`config.mk`:
```
export PLATFORM = sky130hd
export DESIGN_NAME = peak_hold_vu_meter_flat
export DESIGN_NICKNAME = d
export VERILOG_FILES = /design/src/rtl/peak_hold_vu_meter_if.sv /design/src/rtl/peak_hold_vu_meter.sv /design/src/flat_wrapper.sv
export SDC_FILE = /design/constraint.sdc
export NUM_CORES = 1
export LEC_CHECK = 0
export ABC_AREA = 1
export BUFFER_PORTS_ARGS = -buffer_cell sky130_fd_sc_hd__buf_2
export CELL_PAD_IN_SITES_DETAIL_PLACEMENT = 1
export CELL_PAD_IN_SITES_GLOBAL_PLACEMENT = 1
export CORE_UTILIZATION = 48
export CTS_BUF_LIST = sky130_fd_sc_hd__clkbuf_16
export DETAILED_ROUTE_END_ITERATION = 12
export HOLD_SLACK_MARGIN = 0.06
export PLACE_DENSITY_LB_ADDON = 0.1
export SYNTH_ARGS = -nofsm -noshare
export SYNTH_HDL_FRONTEND = slang
export SYNTH_SLANG_ARGS = --single-unit
```
`constraint.sdc`:
```
create_clock -name clock -period 10.9 [get_ports clock]
set_clock_uncertainty 0.1 [all_clocks]
set_input_delay 1.635 -clock clock [delete_from_list [all_inputs] [get_ports clock]]
set_output_delay 1.635 -clock clock [all_outputs]
set_load 0.01 [all_outputs]
```
`src/rtl/peak_hold_vu_meter_if.sv`:
```
// Bundles the audio sample stream and the LED/level/clip display outputs of
// the peak-hold VU meter. The master drives samples and controls; the slave
// (the meter) drives the display outputs.
interface peak_hold_vu_meter_if #(
  parameter int DATA_W   = 32,
  parameter int NUM_CH   = 2,
  parameter int NUM_LEDS = 10,
  parameter int LVL_W    = $clog2(NUM_LEDS + 1)
);
  logic [NUM_CH*DATA_W-1:0]   audio_in;
  logic                       audio_valid;
  logic                       dot_mode;
  logic                       clear_hold;
  logic [NUM_CH*NUM_LEDS-1:0] led_out;
  logic [NUM_CH*LVL_W-1:0]    level_out;
  logic [NUM_CH-1:0]          clip;

  modport master (
    output audio_in, audio_valid, dot_mode, clear_hold,
    input  led_out, level_out, clip
  );

  modport slave (
    input  audio_in, audio_valid, dot_mode, clear_hold,
    output led_out, level_out, clip
  );
endinterface

```
`src/rtl/peak_hold_vu_meter.sv`:
```
// Multi-channel peak-hold VU meter. Each channel tracks the absolute peak of
// its sample stream, decays it exponentially on a shared prescaled tick, maps
// it onto log-spaced LED thresholds and shows a held peak marker plus a
// stretched clip flag. All per-channel state updates on the edge that accepts
// a sample; the display registers follow one edge later.
module peak_hold_vu_meter #(
  parameter int DATA_W      = 32,
  parameter int NUM_CH      = 2,
  parameter int NUM_LEDS    = 10,
  parameter int STEP_BITS   = 2,
  parameter int DECAY_DIV   = 50000,
  parameter int DECAY_SHIFT = 7,
  parameter int HOLD_TICKS  = 500,
  parameter int CLIP_TICKS  = 250,
  parameter int LVL_W       = $clog2(NUM_LEDS + 1)
) (
  input  logic                 clock,
  input  logic                 reset,
  peak_hold_vu_meter_if.slave  bus
);

  localparam int PRE_W  = $clog2(DECAY_DIV);
  localparam int HOLD_W = $clog2(HOLD_TICKS + 1);
  localparam int CLIP_W = $clog2(CLIP_TICKS + 1);
  // Samples at or beyond positive full scale count as clipping.
  localparam logic [DATA_W-1:0] CLIP_LIM = {1'b0, {(DATA_W-1){1'b1}}};

  logic [PRE_W-1:0] pre_cnt;
  logic             tick;

  assign tick = (pre_cnt == PRE_W'(DECAY_DIV - 1));

  // Free-running decay prescaler shared by every channel.
  always_ff @(posedge clock or posedge reset) begin
    if (reset)     pre_cnt <= '0;
    else if (tick) pre_cnt <= '0;
    else           pre_cnt <= pre_cnt + PRE_W'(1);
  end

  for (genvar gi = 0; gi < NUM_CH; gi++) begin : g_ch
    logic signed [DATA_W-1:0] sample;
    logic [DATA_W-1:0]        mag;
    logic [DATA_W-1:0]        peak;
    logic [DATA_W-1:0]        peak_next;
    logic [DATA_W-1:0]        decay_amt;
    logic                     attack;
    logic                     clip_event;
    logic [LVL_W-1:0]         level_next;
    logic [LVL_W-1:0]         level;
    logic [LVL_W-1:0]         hold_idx;
    logic [HOLD_W-1:0]        hold_cnt;
    logic [CLIP_W-1:0]        clip_cnt;
    logic [NUM_LEDS-1:0]      led_next;
    logic [NUM_LEDS-1:0]      led_q;
    logic [LVL_W-1:0]         level_q;
    logic                     clip_q;

    assign sample = bus.audio_in[gi*DATA_W +: DATA_W];
    // Two's complement negation in DATA_W bits: the most-negative input maps
    // to 2^(DATA_W-1), which is representable as unsigned.
    assign mag        = sample[DATA_W-1] ? (~sample + DATA_W'(1)) : sample;
    assign attack     = bus.audio_valid && (mag > peak);
    assign clip_event = bus.audio_valid && (mag >= CLIP_LIM);

    // Next peak: attack takes priority, otherwise decay on tick with a floor
    // step of 1 so the peak always returns to zero.
    always_comb begin
      decay_amt = peak >> DECAY_SHIFT;
      if (decay_amt == '0 && peak != '0) decay_amt = DATA_W'(1);
      peak_next = peak;
      if (attack)    peak_next = mag;
      else if (tick) peak_next = peak - decay_amt;
    end

    // Level of the next peak: thresholds are monotonic, so the highest one
    // reached equals the count of thresholds reached.
    always_comb begin
      level_next = '0;
      for (int i = 0; i < NUM_LEDS; i++) begin
        if (peak_next >= (DATA_W'(1) << (DATA_W - 2 - (NUM_LEDS - 1 - i) * STEP_BITS)))
          level_next = LVL_W'(i + 1);
      end
    end

    // Peak, level, hold marker and clip stretch state.
    always_ff @(posedge clock or posedge reset) begin
      if (reset) begin
        peak     <= '0;
        level    <= '0;
        hold_idx <= '0;
        hold_cnt <= '0;
        clip_cnt <= '0;
      end else begin
        peak  <= peak_next;
        level <= level_next;
        if (bus.clear_hold) begin
          hold_idx <= '0;
          hold_cnt <= '0;
        end else if (level_next > hold_idx) begin
          hold_idx <= level_next;
          hold_cnt <= HOLD_W'(HOLD_TICKS);
        end else if (tick) begin
          if (hold_cnt != '0)            hold_cnt <= hold_cnt - HOLD_W'(1);
          else if (hold_idx > level_next) hold_idx <= hold_idx - LVL_W'(1);
        end
        if (clip_event)                     clip_cnt <= CLIP_W'(CLIP_TICKS);
        else if (bus.clear_hold)            clip_cnt <= '0;
        else if (tick && clip_cnt != '0)    clip_cnt <= clip_cnt - CLIP_W'(1);
      end
    end

    // LED pattern: bar or dot for the level, plus the held marker.
    always_comb begin
      led_next = '0;
      for (int i = 0; i < NUM_LEDS; i++) begin
        led_next[i] = (bus.dot_mode ? (level == LVL_W'(i + 1)) : (level > LVL_W'(i)))
                      || (hold_idx == LVL_W'(i + 1));
      end
    end

    // Registered display outputs.
    always_ff @(posedge clock or posedge reset) begin
      if (reset) begin
        led_q   <= '0;
        level_q <= '0;
        clip_q  <= 1'b0;
      end else begin
        led_q   <= led_next;
        level_q <= level;
        clip_q  <= (clip_cnt != '0);
      end
    end

    assign bus.led_out[gi*NUM_LEDS +: NUM_LEDS] = led_q;
    assign bus.level_out[gi*LVL_W +: LVL_W]     = level_q;
    assign bus.clip[gi]                         = clip_q;
  end

endmodule

```
`src/flat_wrapper.sv`:
```
// flat-port wrapper written by rule: the top's interface ports become plain ports
module peak_hold_vu_meter_flat 
#(
  parameter int DATA_W      = 32,
  parameter int NUM_CH      = 2,
  parameter int NUM_LEDS    = 10,
  parameter int STEP_BITS   = 2,
  parameter int DECAY_DIV   = 50000,
  parameter int DECAY_SHIFT = 7,
  parameter int HOLD_TICKS  = 500,
  parameter int CLIP_TICKS  = 250,
  parameter int LVL_W       = $clog2(NUM_LEDS + 1)
)
  (clock, reset, bus_audio_in, bus_audio_valid, bus_dot_mode, bus_clear_hold, bus_led_out, bus_level_out, bus_clip);
  peak_hold_vu_meter_if #(.DATA_W(DATA_W), .NUM_CH(NUM_CH), .NUM_LEDS(NUM_LEDS), .LVL_W(LVL_W)) bus_i ();
  input  logic clock;
  input  logic reset;
  input wire logic [$bits(bus_i.audio_in)-1:0] bus_audio_in;
  input wire logic [$bits(bus_i.audio_valid)-1:0] bus_audio_valid;
  input wire logic [$bits(bus_i.dot_mode)-1:0] bus_dot_mode;
  input wire logic [$bits(bus_i.clear_hold)-1:0] bus_clear_hold;
  output wire logic [$bits(bus_i.led_out)-1:0] bus_led_out;
  output wire logic [$bits(bus_i.level_out)-1:0] bus_level_out;
  output wire logic [$bits(bus_i.clip)-1:0] bus_clip;
  assign bus_i.audio_in = bus_audio_in;
  assign bus_i.audio_valid = bus_audio_valid;
  assign bus_i.dot_mode = bus_dot_mode;
  assign bus_i.clear_hold = bus_clear_hold;
  assign bus_led_out = bus_i.led_out;
  assign bus_level_out = bus_i.level_out;
  assign bus_clip = bus_i.clip;
  peak_hold_vu_meter #(.DATA_W(DATA_W), .NUM_CH(NUM_CH), .NUM_LEDS(NUM_LEDS), .STEP_BITS(STEP_BITS), .DECAY_DIV(DECAY_DIV), .DECAY_SHIFT(DECAY_SHIFT), .HOLD_TICKS(HOLD_TICKS), .CLIP_TICKS(CLIP_TICKS), .LVL_W(LVL_W)) u_core (.clock(clock), .reset(reset), .bus(bus_i));
endmodule
```
* Word level (Yosys, flattened, before mapping) *
Cells that the tools add are included.

word-level totals
  flip-flop bits (word level) = 160
  bits in latches = 0
  memory bits (writable) = 0
  bits in read-only memories = 0
  bits of input ports = 69
  output and inout port bits = 30
  logic and storage cells = 242
  memories kept = 0

cells by class
  $add $sub $neg = 11
  multiply operators = 0
  div/mod/pow operators = 0
  magnitude comparators = 48
  equality and inequality tests = 43
  shifts and indexed selects = 0
  mux-type cells = 73
  bitwise gates (word level) = 2
  reduce and logical (&&, ||, !) cells = 48

operators with widths
  cell                                                                                    number
  32-bit 2-to-1 mux                                                                       6
  32-bit by 31-bit greater-or-equal comparator with 1-bit output (second input constant)  4
  9-bit 2-to-1 mux                                                                        8
  32-bit by 2-bit adder with 32-bit output (second input constant)                        2
  4-bit by 3-bit equality test with 1-bit output (second input constant)                  16
  32-bit by 13-bit greater-or-equal comparator with 1-bit output (second input constant)  2
  32-bit by 15-bit greater-or-equal comparator with 1-bit output (second input constant)  2
  32-bit by 17-bit greater-or-equal comparator with 1-bit output (second input constant)  2
  32-bit by 19-bit greater-or-equal comparator with 1-bit output (second input constant)  2
  32-bit by 21-bit greater-or-equal comparator with 1-bit output (second input constant)  2
  32-bit by 23-bit greater-or-equal comparator with 1-bit output (second input constant)  2
  32-bit by 25-bit greater-or-equal comparator with 1-bit output (second input constant)  2
  32-bit by 27-bit greater-or-equal comparator with 1-bit output (second input constant)  2
  32-bit by 29-bit greater-or-equal comparator with 1-bit output (second input constant)  2
  32-bit > comparator                                                                     2
  32-bit logical NOT                                                                      2
  4-bit 2-to-1 mux                                                                        16
  32-bit inverter                                                                         2
  32-bit nonzero test                                                                     2
  32-bit by 25-bit subtractor with 32-bit output                                          2
  25-bit 2-to-1 mux                                                                       2
  4-bit equality test (second input constant)                                             12
  8-bit 2-to-1 mux                                                                        6
  4-bit by 2-bit equality test with 1-bit output (second input constant)                  8
  23 further kinds                                                                        117

* Longest topological paths before layout *
Gate-level depths: netlist (run 1).

  depth after elaboration = 23
  mapped depth = 48
  gate-level depth less buffers = 47

* Least setup slack after synthesis (run 1) *
No wires, ideal clock.

  path type = input to register
  from = in bus_audio_in[0]
  to = reg u_core.g_ch[0].hold_cnt[4]
  library setup time = 0.127 ns
  data arrival time = 6.093 ns
  required time = 10.673 ns
  path slack = 4.581 ns
  cell stages on the path = 36
  buffers on the path = 1
  cells stage by stage = inv_1 -> ha_1 -> nand2_2 -> nor2_2 -> nand2_2 -> nor2_4 -> nand3_2 -> or2_1 -> nand3b_1 -> nand2_2 -> ha_1 -> nand2_1 -> nor2_1 -> nand2_1 -> nor3_2 -> nand2_1 -> nand2_1 -> nand2_2 -> buf_4 -> nand3_1 -> nand2_2 -> nor2_4 -> nand2_4 -> nor4_4 -> o21ai_1 -> nand2_1 -> nand2_1 -> ha_1 -> inv_1 -> o21bai_1 -> a221oi_1 -> a31oi_2 -> nor2_1 -> nand2_1 -> nand2_1 -> o21ai_0

on the way
  elaborated cells between the ends (all ways) = 32
  those cells by class = add/sub: 1; order compare: 12; mux: 14; bitwise: 1; reduce/logical: 4

RTL lines
  what                                                                             line                       source
  from (decl)                                                                      flat_wrapper.sv:18         input wire logic [$bits(bus_i.audio_in)-1:0] bus_audio_in;
  32-bit inverter                                                                  peak_hold_vu_meter.sv:61   assign mag = sample[DATA_W-1] ? (~sample + DATA_W'(1)) : sample;
  32-bit by 2-bit adder with 32-bit output                                         peak_hold_vu_meter.sv:61
  32-bit 2-to-1 mux (*)                                                            peak_hold_vu_meter.sv:61
  32-bit > comparator                                                              peak_hold_vu_meter.sv:62   assign attack = bus.audio_valid && (mag > peak);
  1-bit logical AND                                                                peak_hold_vu_meter.sv:62
  32-bit 2-to-1 mux (*)                                                            peak_hold_vu_meter.sv:71   if (attack) peak_next = mag;
  net u_core.g_ch[0].peak_next[26]                                                 peak_hold_vu_meter.sv:44   logic [DATA_W-1:0] peak_next;
  32-bit by 15-bit greater-or-equal comparator with 1-bit output                   peak_hold_vu_meter.sv:80   if (peak_next >= (DATA_W'(1) << (DATA_W - 2 - (NUM_LEDS - 1 - i) * STEP_BITS)))
  2-bit 2-to-1 mux (2 in a row)                                                    peak_hold_vu_meter.sv:80
  3-bit 2-to-1 mux (4 in a row)                                                    peak_hold_vu_meter.sv:80
  4-bit 2-to-1 mux (2 in a row)                                                    peak_hold_vu_meter.sv:80
  4-bit 2-to-1 mux (*)                                                             peak_hold_vu_meter.sv:80
  net u_core.g_ch[0].level_next[1]                                                 peak_hold_vu_meter.sv:48   logic [LVL_W-1:0] level_next;
  4-bit > comparator (*)                                                           peak_hold_vu_meter.sv:99   end else if (level_next > hold_idx) begin
  3-bit nonzero test (no source line) / 9-bit 2-to-1 mux (equally long branches)   n/a
  2-bit AND reduction (no source line) / 9-bit 2-to-1 mux (equally long branches)  n/a
  to (signal assigned)                                                             peak_hold_vu_meter.sv:101  hold_cnt <= HOLD_W'(HOLD_TICKS);
  to (signal assigned)                                                             peak_hold_vu_meter.sv:103  if (hold_cnt != '0) hold_cnt <= hold_cnt - HOLD_W'(1);
  to (decl)                                                                        peak_hold_vu_meter.sv:51   logic [HOLD_W-1:0] hold_cnt;

Mark *: on every way through the listed nets, which the timed path passes. The rest lies on a longest branch.
A chain may end at the register's enable or synchronous reset.

* Final worst setup path (run 1) *
  from = in bus_audio_in[0]
  to = reg u_core.g_ch[0].hold_cnt[7]

The elaborated chain is that of the path after synthesis.

==> results of run 1 <==
==> cell usage after synthesis (all sizes together) <==
library cell / count / area share (%)
xnor2: 31 / 1.6
nor4b: 1 / 0.052
a32oi: 1 / 0.052
o311ai: 2 / 0.10
a21oi: 86 / 2.6
nor4: 14 / 0.61
inv: 485 / 11
o21bai: 3 / 0.13
ha: 137 / 10
xor2: 51 / 2.6
nand3b: 8 / 0.36
clkinv: 2 / 0.044
o2111ai: 1 / 0.052
and3: 4 / 0.15
nor3: 42 / 1.5
o32ai: 1 / 0.052
nand4: 55 / 2.1
or2: 12 / 0.46
o21a: 4 / 0.18
o21ai: 101 / 3.1
clkbuf: 18 / 0.41
a22oi: 3 / 0.13
nor3b: 1 / 0.044
nand3: 222 / 7.1
o211ai: 15 / 0.67
buf: 23 / 0.91
a211oi: 1 / 0.044
dfrtp: 160 / 24
a21o: 2 / 0.089
a31oi: 13 / 0.52
o221ai: 3 / 0.16
o22ai: 8 / 0.30
o41ai: 2 / 0.10
nand2: 882 / 20
a221oi: 2 / 0.10
nor2: 296 / 7.9
o31ai: 5 / 0.25
and2: 6 / 0.22
fa: 2 / 0.24
==> worst max path at each step <==
stage	end	slack, ps
6_report	u_core.g_ch[0].hold_cnt[7]	2610
5_1_grt	u_core.g_ch[0].hold_cnt[6]	2050
4_1_cts	u_core.g_ch[0].hold_cnt[7]	2690
3_5_place_dp	u_core.g_ch[0].hold_cnt[7]	2310
3_3_place_gp	u_core.g_ch[1].hold_cnt[5]	2570
2_1_floorplan	u_core.g_ch[0].hold_cnt[4]	4580
==> routing by layer <==
metal | routed length, µm | vias up
li1 | - | 8728
met1 | 27600 | 8805
met2 | 28400 | 442
met3 | 2900 | 94
met4 | 1500 | 0
met5 | 0 | -
==> power groups by stage <==
stage               sequential (W)  combinational, W  clock [W]
CTS                        0.00105           0.00360   0.000649
finish                     0.00106           0.00364   0.000642
floorplan                 0.000964           0.00260          0
global placement           0.00105           0.00337          0
detailed placement         0.00106           0.00353          0
global route               0.00108           0.00408   0.000671
==> cell families (layout without fill, tap and decap cells) <==
family	Yosys count	in the layout	share of synthesized area, %
fa+ha+maj	139	139	10.4
flops	160	160	23.7
compound gates	253	253	8.65
buf+inv	528	619	12.1
simple gates	1543	1543	40.9
xor+xnor	82	82	4.25
==> final cells by class <==
class                           count  area share [%]
Multi-Input combinational cell   2017            59.1
Inverter                          487            9.99
Clock inverter                     15           0.934
Clock buffer                       17            2.32
Timing Repair Buffer              100            2.76
Tap cell                          455            3.10
Sequential cell                   160            21.8
==> metrics by stage <==
| stage | total power, W | std cells | setup slack (ps) | hold slack, ps | area, µm² |
|---|---|---|---|---|---|
| 2_1_floorplan | 0.00356 | 2705 | 4580 | 290 | 16900 |
| 3_3_place_gp | 0.00442 | 3219 | 2570 | 342 | 17700 |
| 3_5_place_dp | 0.00459 | 3219 | 2310 | 343 | 17700 |
| 4_1_cts | 0.00530 | 3251 | 2690 | 360 | 18300 |
| 5_1_grt | 0.00583 | 3251 | 2050 | 385 | 18300 |
| 6_report | 0.00534 | 3251 | 2610 | 359 | 18300 |
==> registers in the layout, summed over array words and instances (netlist names) <==
signal,cells
u_core.g_ch.clip_q,2
u_core.g_ch.clip_cnt,16
u_core.g_ch.hold_cnt,18
u_core.g_ch.hold_idx,8
u_core.g_ch.level,8
u_core.pre_cnt,16
u_core.g_ch.peak,64
u_core.g_ch.led_q,20
u_core.g_ch.level_q,8
==> worst max-delay path: cells and delay by family <==
family                     cells  cell delay, ps
and+or+nand+nor               22            3900
AOI/OAI and AO/OA              6            1180
buffers and inverters          4             760
adders and majority gates      3             720
xor gates and xnor gates       1             300
==> run metrics, run 1 <==
Clock Path Buffers 2; Max FO, Critical Path 33; min cycle time layout 8290 ps; Critical Setup Path Class input pin to flip-flop; core area 34500 µm²; Worst VDD drop 0.166 mV; WL/cell 18.6 µm; Yosys reg bits 160; required time worst endpoint 11140 ps; Max Transition Viols Final 0; register area 4000 µm²; net switching power figure 0.00303 W; GRT overflow 0; Fin. Hold Viols 0; root buffer cell clkbuf_16; run status completed; CTS buffer count 17; Layout fillers 4885; Tcrit/Tclk final 76.0%; Internal Power 0.00231 W; clock share of power 12.0%; Final Util 53.1%; vias in the first global route 18700; post-synth net total 2913; Worst path most repeated cell nand2_1; area of the multi-input gates 10800 µm²; R2R Path End u_core.g_ch[1].hold_cnt[6]; RSZ-0062 raised after global routing no; Buffers on Ports 98; worst skew pair latency 480 ps; final setup vio count 0; CTS tree done; GRT busiest layer met2; area delta synth->final 8.61%; total iterations of the first detailed-routing run 5; HP Class flip-flop to flip-flop; die height 190 µm; Cell variety after synth 64; Post-Synthesis Cells 2705; ANT nets after route 0; starting density of the core 48.9%; Die Wd 190 µm; Startpoint Class input pin; Rel. slew slack 32.4%; Clk pin slew, worst setup/hold paths 70 ps; first-pass GRT wire length 97500 µm; via count 18100; # DRC 0; met1 usage 45.4%; Synth Area per Inst 6.24 µm²; IO Count 99; slowest stage cell, crit path nand2_2; TNS Setup 0 ps; num rows 68; # resized after CTS 0; Die ar. 35900 µm²; slowest stage delay, CP 520 ps; reg2reg setup slack 3070 ps; Netlist Area Pre-Place 16900 µm²; setup bufs post-CTS 0; worst slew pin tran 1010 ps; Final GP Congestion 0.951; combinational power share 68.1%; antenna violations before repair 0; Max-Cap Viols 0; start of the worst register-to-register path u_core.g_ch[1].peak[10]; htree depth 4; layout cells sized above 1 9.76%; Worst Setup SP bus_audio_in[0]; post-synthesis sequential area ratio 23.7%; GRT met3 Usage 5.53%; final WL 60500 µm; LEAKAGE 9.95 nW; most frequent cells in the layout nand2_1 (846), inv_1 (465), nor2_1 (252), nand3_1 (206), dfrtp_1 (160); antenna diode count 0; gr usage total 34.4%; CP Capture Type flip-flop; Sw Share 56.8%; synth warn 0; Layout Nets 2991; hold path cells 0; CTS Hold Bufs 0; Vias/cell 5.56; commonest non-fill, non-tap cell in the layout nand2_1; Max Fclk 121 MHz; Hold Startpoint u_core.g_ch[0].level[3]; Worst Reg-to-Reg Cells 40; CP Data Arrival Time 8530 ps; Hold Crit Endpoint u_core.g_ch[0].level_q[3]; DP HPWL 48400 µm; pwr/cell area 291 nW/µm²; M2 GR Usage 57.5%; pin count of the biggest net entering global routing 89; clock sinks 160; Seq pwr share 19.9%; initial drt markers 1028
Power figures use the tool's default switching activity.
==> inputs of run 2 (changes only) <==
--- a/config.mk
+++ b/config.mk
@@ -9,7 +9,7 @@
 export BUFFER_PORTS_ARGS = -buffer_cell sky130_fd_sc_hd__buf_2
 export CELL_PAD_IN_SITES_DETAIL_PLACEMENT = 1
 export CELL_PAD_IN_SITES_GLOBAL_PLACEMENT = 1
-export CORE_UTILIZATION = 48
+export CORE_UTILIZATION = 45
 export CTS_BUF_LIST = sky130_fd_sc_hd__clkbuf_16
 export DETAILED_ROUTE_END_ITERATION = 12
 export HOLD_SLACK_MARGIN = 0.06
==> constraint.sdc (replaced) <==
create_clock -name clock -period 8.4 [get_ports clock]
set_clock_uncertainty 0.1 [all_clocks]
set_input_delay 1.26 -clock clock [delete_from_list [all_inputs] [get_ports clock]]
set_output_delay 1.26 -clock clock [all_outputs]
set_load 0.01 [all_outputs]
==> run metrics, run 2 (same netlist as run 1, synthesis figures left out) <==
layout cells sized above 1 10.1%; Die ar. 38300 µm²; GRT overflow 0; Startpoint Class flip-flop; root buffer cell clkbuf_16; worst slew pin tran 918 ps; ANT nets after route 0; Max Transition Viols Final 0; Rel. slew slack 38.8%; area delta synth->final 8.93%; Vias/cell 5.44; starting density of the core 45.9%; Fin. Hold Viols 0; Tcrit/Tclk final 86.9%; gr usage total 31.6%; combinational power share 68.7%; WL/cell 18.1 µm; CP Data Arrival Time 7580 ps; TNS Setup 0 ps; die height 196 µm; most frequent cells in the layout nand2_1 (846), inv_1 (464), nor2_1 (252), nand3_1 (206), dfrtp_1 (160); commonest non-fill, non-tap cell in the layout nand2_1; total iterations of the first detailed-routing run 7; final setup vio count 0; initial drt markers 920; Internal Power 0.00295 W; Max FO, Critical Path 11; core area 36800 µm²; clock sinks 160; setup bufs post-CTS 0; min cycle time layout 7300 ps; CTS buffer count 17; PnR Total Power 0.00685 W; Layout Nets 3001; run status completed; pwr/cell area 372 nW/µm²; Final GP Congestion 0.932; Max-Cap Viols 0; Most flops, register u_core.g_ch.peak; Seq pwr share 20.0%; Die Wd 196 µm; vias in the first global route 18500; Worst VDD drop 0.218 mV; HP Class flip-flop to flip-flop; RSZ-0062 raised after global routing no; Max Fclk 137 MHz; Clock Path Buffers 2; Layout fillers 5120; required time worst endpoint 8680 ps; Clk pin slew, worst setup/hold paths 70 ps; area of the multi-input gates 10800 µm²; register area 4000 µm²; Worst path most repeated cell nand2_1; # DRC 0; DP HPWL 48400 µm; Buffers on Ports 98; worst skew pair latency 470 ps; num rows 70; first-pass GRT wire length 95900 µm; CP Capture Type flip-flop; Critical Setup Path Class flip-flop to flip-flop; htree depth 4; CTS tree done; clock share of power 11.3%; CTS Hold Bufs 0; IO Count 99; antenna violations before repair 3; pin count of the biggest net entering global routing 95; registers with the most flip-flops u_core.g_ch.peak (64), u_core.g_ch.led_q (20), u_core.g_ch.hold_cnt (18); slowest stage delay, CP 570 ps; via count 17800; final WL 59200 µm; # resized after CTS 0; Sw Share 56.9%; LEAKAGE 9.96 nW; max reg flops 64; slowest stage cell, crit path o41ai_1; net switching power figure 0.00389 W
## run 2: layout make-up
| type | instances | share of cell area [%] |
|---|---|---|
| antenna | 2 | 0.0272 |
| tap | 468 | 3.18 |
| sequential | 160 | 21.8 |
| timing repair buffer | 110 | 3.16 |
| clock buffer | 17 | 2.31 |
| inverter | 487 | 9.96 |
| multi-input combinational | 2017 | 58.9 |
| clock inverter | 15 | 0.700 |
## run 2: worst paths after layout
kind | start | to | slack, ps | depth (start not counted)
worst min-delay path | u_core.pre_cnt[0] | u_core.pre_cnt[0] | 370 | 1
worst max-delay path | u_core.g_ch[1].peak[10] | u_core.g_ch[1].hold_cnt[4] | 1100 | 41
min in group asynchronous | reset | u_core.g_ch[0].led_q[0] | 860 | 2
worst min register to register | u_core.pre_cnt[0] | u_core.pre_cnt[0] | 370 | 1
worst max register to register | u_core.g_ch[1].peak[10] | u_core.g_ch[1].hold_cnt[4] | 1100 | 41
max in group asynchronous | reset | u_core.g_ch[1].peak[12] | 5910 | 3
## run 2: routing by layer
metal  up-vias  global-route usage (%)  part of all wire [%]
met5         -                       0                 0.022
met4         2                    9.29                   2.4
met3        84                    5.21                   5.5
met2       424                    51.5                    45
met1      8573                    43.0                    47
li1       8724                       -                     -
## run 2: per-stage QoR
stage	worst slack, ps	instance area [µm²]	hold WS, ps	std cells	util (%)
3_3_place_gp	988	17800	333	3242	48.5
3_5_place_dp	809	17800	349	3242	48.5
6_report	1100	18400	367	3276	50.0
2_1_floorplan	2460	16900	290	2705	-
5_1_grt	541	18400	376	3276	50.0
4_1_cts	1200	18400	367	3274	50.0
## run 2: power by group through the flow
stage	sequential [W]	clock [W]	combinational, W
floorplan	0.00125	0	0.00337
global placement	0.00136	0	0.00442
detailed placement	0.00137	0	0.00460
CTS	0.00136	0.000787	0.00466
global route	0.00140	0.000812	0.00531
finish	0.00137	0.000774	0.00470
## run 2: worst max-delay path: cells and delay by family, from the launching register on
kind	cells	cell delay [ps]
AOI/OAI and AO/OA	6	1460
adders and majority gates	3	930
buffers and inverters	5	500
DFF	1	470
and+or+nand+nor	27	3740
